$ cat src/rtl/instruction_fetch.sv
// Instruction fetch: owns the PC, fetches words over a req/ack memory port and
// hands them to decode over valid/ready, applying downstream redirects.
module instruction_fetch #(
    parameter int unsigned       XLEN     = 32,
    parameter logic [XLEN-1:0]   RESET_PC = 32'h0000_0000
) (
    input  logic            clk,
    input  logic            reset,
    output logic            imem_req,
    output logic [XLEN-1:0] imem_addr,
    input  logic            imem_ack,
    input  logic [31:0]     imem_rdata,
    output logic            instr_valid,
    input  logic            instr_ready,
    output logic [31:0]     instr,
    output logic [6:0]      opCode,
    output logic [XLEN-1:0] pc,
    output logic [XLEN-1:0] pc_plus4,
    input  logic            redirect,
    input  logic [XLEN-1:0] redirect_target,
    output logic            misaligned,
    output logic [31:0]     instr_count,
    output logic [1:0]      dbg_state
);

    typedef enum logic [1:0] {
        IDLE = 2'd0,
        WAIT = 2'd1,
        HOLD = 2'd2,
        HALT = 2'd3
    } state_t;

    localparam logic [31:0] NOP = 32'h0000_0013;

    state_t          state, state_next;
    logic [XLEN-1:0] pc_next;
    logic [31:0]     instr_next;
    logic            misaligned_next;
    logic [31:0]     count_next;
    logic            accept;

    // Handshake: a transfer happens on a rising edge where instr_valid and
    // instr_ready are both high; once valid rises, instr/opCode/pc stay fixed
    // until that edge. redirect/redirect_target are only sampled on a transfer.
    assign imem_req    = (state == WAIT);
    assign instr_valid = (state == HOLD);
    assign accept      = instr_valid & instr_ready;
    assign imem_addr   = pc;
    assign pc_plus4    = pc + {{(XLEN-3){1'b0}}, 3'd4};
    assign opCode      = instr[6:0];
    assign dbg_state   = state;

    always_ff @(posedge clk) begin
        if (reset) begin
            state       <= IDLE;
            pc          <= RESET_PC;
            instr       <= NOP;
            misaligned  <= 1'b0;
            instr_count <= 32'd0;
        end else begin
            state       <= state_next;
            pc          <= pc_next;
            instr       <= instr_next;
            misaligned  <= misaligned_next;
            instr_count <= count_next;
        end
    end

    always_comb begin
        state_next      = state;
        pc_next         = pc;
        instr_next      = instr;
        misaligned_next = misaligned;
        count_next      = instr_count;
        case (state)
            IDLE: state_next = WAIT;
            WAIT: begin
                if (imem_ack) begin
                    instr_next = imem_rdata;
                    state_next = HOLD;
                end
            end
            HOLD: begin
                if (accept) begin
                    count_next = instr_count + 32'd1;
                    if (!redirect) begin
                        pc_next    = pc_plus4;
                        state_next = WAIT;
                    end else if (redirect_target[1:0] == 2'b00) begin
                        pc_next    = redirect_target;
                        state_next = WAIT;
                    end else begin
                        // Faulting target: keep the PC of the offending instruction.
                        misaligned_next = 1'b1;
                        state_next      = HALT;
                    end
                end
            end
            HALT: misaligned_next = 1'b1;
            default: state_next = IDLE;
        endcase
    end

endmodule

$ cat config.mk
export PLATFORM = sky130hd
export DESIGN_NAME = instruction_fetch
export DESIGN_NICKNAME = d
export VERILOG_FILES = /design/src/rtl/instruction_fetch.sv
export SDC_FILE = /design/constraint.sdc
export NUM_CORES = 1
export LEC_CHECK = 0
export CAP_MARGIN = 10
export CORE_UTILIZATION = 30
export CTS_CLUSTER_DIAMETER = 100
export DETAILED_ROUTE_END_ITERATION = 6
export SKIP_CTS_REPAIR_TIMING = 1
export SLEW_MARGIN = 25
export SYNTH_ARGS = -nofsm -noshare
export SYNTH_HDL_FRONTEND = slang
export SYNTH_SLANG_ARGS = --single-unit
$ cat constraint.sdc
create_clock -name clk -period 1.85 [get_ports clk]
set_input_delay 0.37 -clock clk [delete_from_list [all_inputs] [get_ports clk]]
set_output_delay 0.37 -clock clk [all_outputs]
set_load 0.03 [all_outputs]
==> key figures <==
Run status
  – Status: finished, violations left
  – Failing checks: negative setup slack

Routing
  – Vias/cell: 4.91
  – Routed Antenna Nets: 0
  – Post-DR wirelength/cell: 16.9 um
  – Drt total wl: 19.2 mm
  – DRT iter0 DRCs: 243
  – Vias: 5592
  – DRC viols: 0
  – 1st-pass router iterations: 4

Final layout
  – Fraction of layout cells with a size suffix above 1: 28.8%
  – Layout Nets: 989
  – Multi-input gate area: 0.00323 mm2
  – Layout area overhead: 82.6%
  – Seq. cell area: 0.00205 mm2
  – Commonest non-fill, non-tap cell in the layout: clkdlybuf4s50_1
  – Ant. Diodes: 0
  – # fillers: 1498
  – Leading cell types in the layout, fill and taps excluded: clkdlybuf4s50_1 (126), buf_4 (107), dlymetal6s2s_1 (85), nand2_1 (83), dfxtp_1 (73)

Yosys
  – Primary FF master, synth: dfxtp_1
  – Syn_nets: 695
  – Seq cells post-synth: 99
  – Sequential element share of the synthesized area: 37.9%
  – Mapped Cells: 620
  – Ys async rst share: 0%
  – Number of distinct library cells after synthesis: 49
  – Proportion of netlist area held by the largest area contributor: 37.9%
  – Top cells by area, synth: dfxtp_1 (38%), xor2_1 (6.9%), buf_4 (6.5%)
  – Cell area after synthesis: 0.00523 mm2
  – Post-synth EDFFs: 0
  – Area leader, netlist: dfxtp_1
  – Ys Warns: 0
  – Syn Area/Cell: 8.43 um2

STA
  – Rel. slew slack: 64.7%
  – Slew @ Worst Pin: 0.529 ns
  – Final Hold Viols: 0
  – Setup TNS: -8.59 ns
  – PnR worst setup slack: -0.461 ns
  – Worst clock skew: 0.0102 ns
  – RSZ-0062 raised after global routing: true
  – Fmax: 0.433 GHz
  – Endpoints failing setup: 28
  – Period minus WS final: 2.31 ns
  – Max Slew Vio Count: 0
  – Tcrit/Tclk final: 125%

Floorplan
  – Initial core utilization: 31.1%
  – Rows: 47
  – DIE WIDTH: 134 um
  – Core area: 0.0168 mm2
  – Io pins: 241
  – Die Ht: 134 um
  – Die footprint: 0.0179 mm2

Clocking
  – CTS tree: yes
  – CTS sink cnt: 99
  – Clk buf depth: 2
  – Clock Latency Late Sink: 0.36 ns
  – Root Buffer: clkbuf_16
  – CTS H-Tree Depth: 3
  – Num CTS Buffers: 9
  – Worst-path clk slew: 0.07 ns

Global route
  – Pin count of the biggest net entering global routing: 49
  – Grt ovf: 0
  – Number of antenna violations at the first check in global routing: 1
  – Gr usage total: 20.2%
  – Vias in the first global route: 5353
  – First-pass GRT wire length: 28.4 mm

Pwr
  – Leak Pwr: 5.31 nW
  – Max VDD drop: 0.497 mV
  – PD cells: 545 mW/mm2
  – Final total power: 5.20 mW

Hold path
  – HP Class: input pin to flop

Setup path
  – Critical Path Source Type: flop
  – WP data arrival: 1.94 ns
  – CP max FO: 5
  – Worst path required time: 1.48 ns
  – Crit. End Element: output port
  – Kind of critical path: flop to output port

Run
  – Max_cap viols: 0

Place
  – PortBufs: 240
  – DP HPWL: 14.2 mm
  – Routability congestion estimate from global placement: 0.860
## power breakdown
group,total (mW),internal [mW],switching [mW]
logic,0.903,0.415,0.488
registers,2.23,2.18,0.0517
clock network,2.06,1.14,0.917
## final cells by class
class,instances,share of cell area (%)
Timing Repair Buffer,359,38.1
Tap cell,220,2.89
Clock inverter,5,0.695
Sequential cell,99,21.5
Clock buffer,11,2.65
Inverter,10,0.393
Multi-Input combinational cell,435,33.8
## final timing paths
| path | cells after the start | slack (ns) | to | startpoint |
|---|---|---|---|---|
| max | 6 | -0.46 | pc_plus4[31] | imem_addr[2]$_SDFFE_PP0P_ |
| max reg2reg | 9 | 0 | imem_addr[12]$_SDFFE_PP0P_ | imem_addr[2]$_SDFFE_PP0P_ |
| min | 2 | 0.40 | imem_addr[20]$_SDFFE_PP0P_ | reset |
| min reg2reg | 2 | 0.45 | instr[18]$_SDFFE_PP0P_ | instr[18]$_SDFFE_PP0P_ |
## cells in the mapped netlist (4+ instances only)
cell type   n
nor3_2      4
and3_1     24
and2_1      4
nor3_1      7
nor2_1     54
nor4_1      4
nand4_1    24
buf_2       6
inv_1      10
dfxtp_1    99
xnor2_1    15
clkbuf_1   21
a22oi_1     9
o21ai_0     9
ha_1        6
nand2_1    87
nand3_1    25
a21oi_1    51
nand3b_1    5
o2bb2ai_1  16
buf_4      45
and4_1      6
xor2_1     41
## critical path, cell delays in order, from the launching register on
cell and delay (ns):
dfxtp_4 0.37, buf_6 0.10, nand4_1 0.20, nor2_4 0.25
nand4_1 0.26, xnor2_4 0.26, buf_6 0.15
## stage by stage
step           worst slack [ns]  std cells  cell area [um2]  util (%)  hold WS, ns
2_1_floorplan            -0.224        620             5580         -        0.494
3_3_place_gp             -0.151       1100             8470      50.3        0.443
3_5_place_dp             -0.197       1100             8470      50.3        0.447
4_1_cts                  -0.522       1116             8790      52.2        0.385
5_1_grt                  -0.522       1139             9540      56.7        0.409
6_report                 -0.461       1139             9540      56.7        0.403
## state kept, by name, summed over array words and instances, names as in the netlist
signal       count
imem_addr       32
instr           32
instr_count     32
dbg_state        2
misaligned       1
## cells by family (layout without fill, tap and decap cells)
kind of cell,Yosys count,count (layout),share of synthesized area [%]
and+or+nand+nor,269,269,28.1
DFF,99,99,37.9
adders and majority gates,6,6,1.44
buffers and inverters,86,385,10.0
xor gates and xnor gates,59,59,10.3
muxes,2,2,0.383
AOI/OAI and AO/OA,99,99,11.8
## metal layers
metal  vias up  global-route usage (%)  share of wire, %
li1       2694                       -                 -
met1      2686                    23.4                40
met2       183                    35.3                51
met4         2                    7.13               1.7
met5         -                       0             0.068
met3        27                    5.67               6.7
No activity file was read; power rests on OpenSTA's default activity.
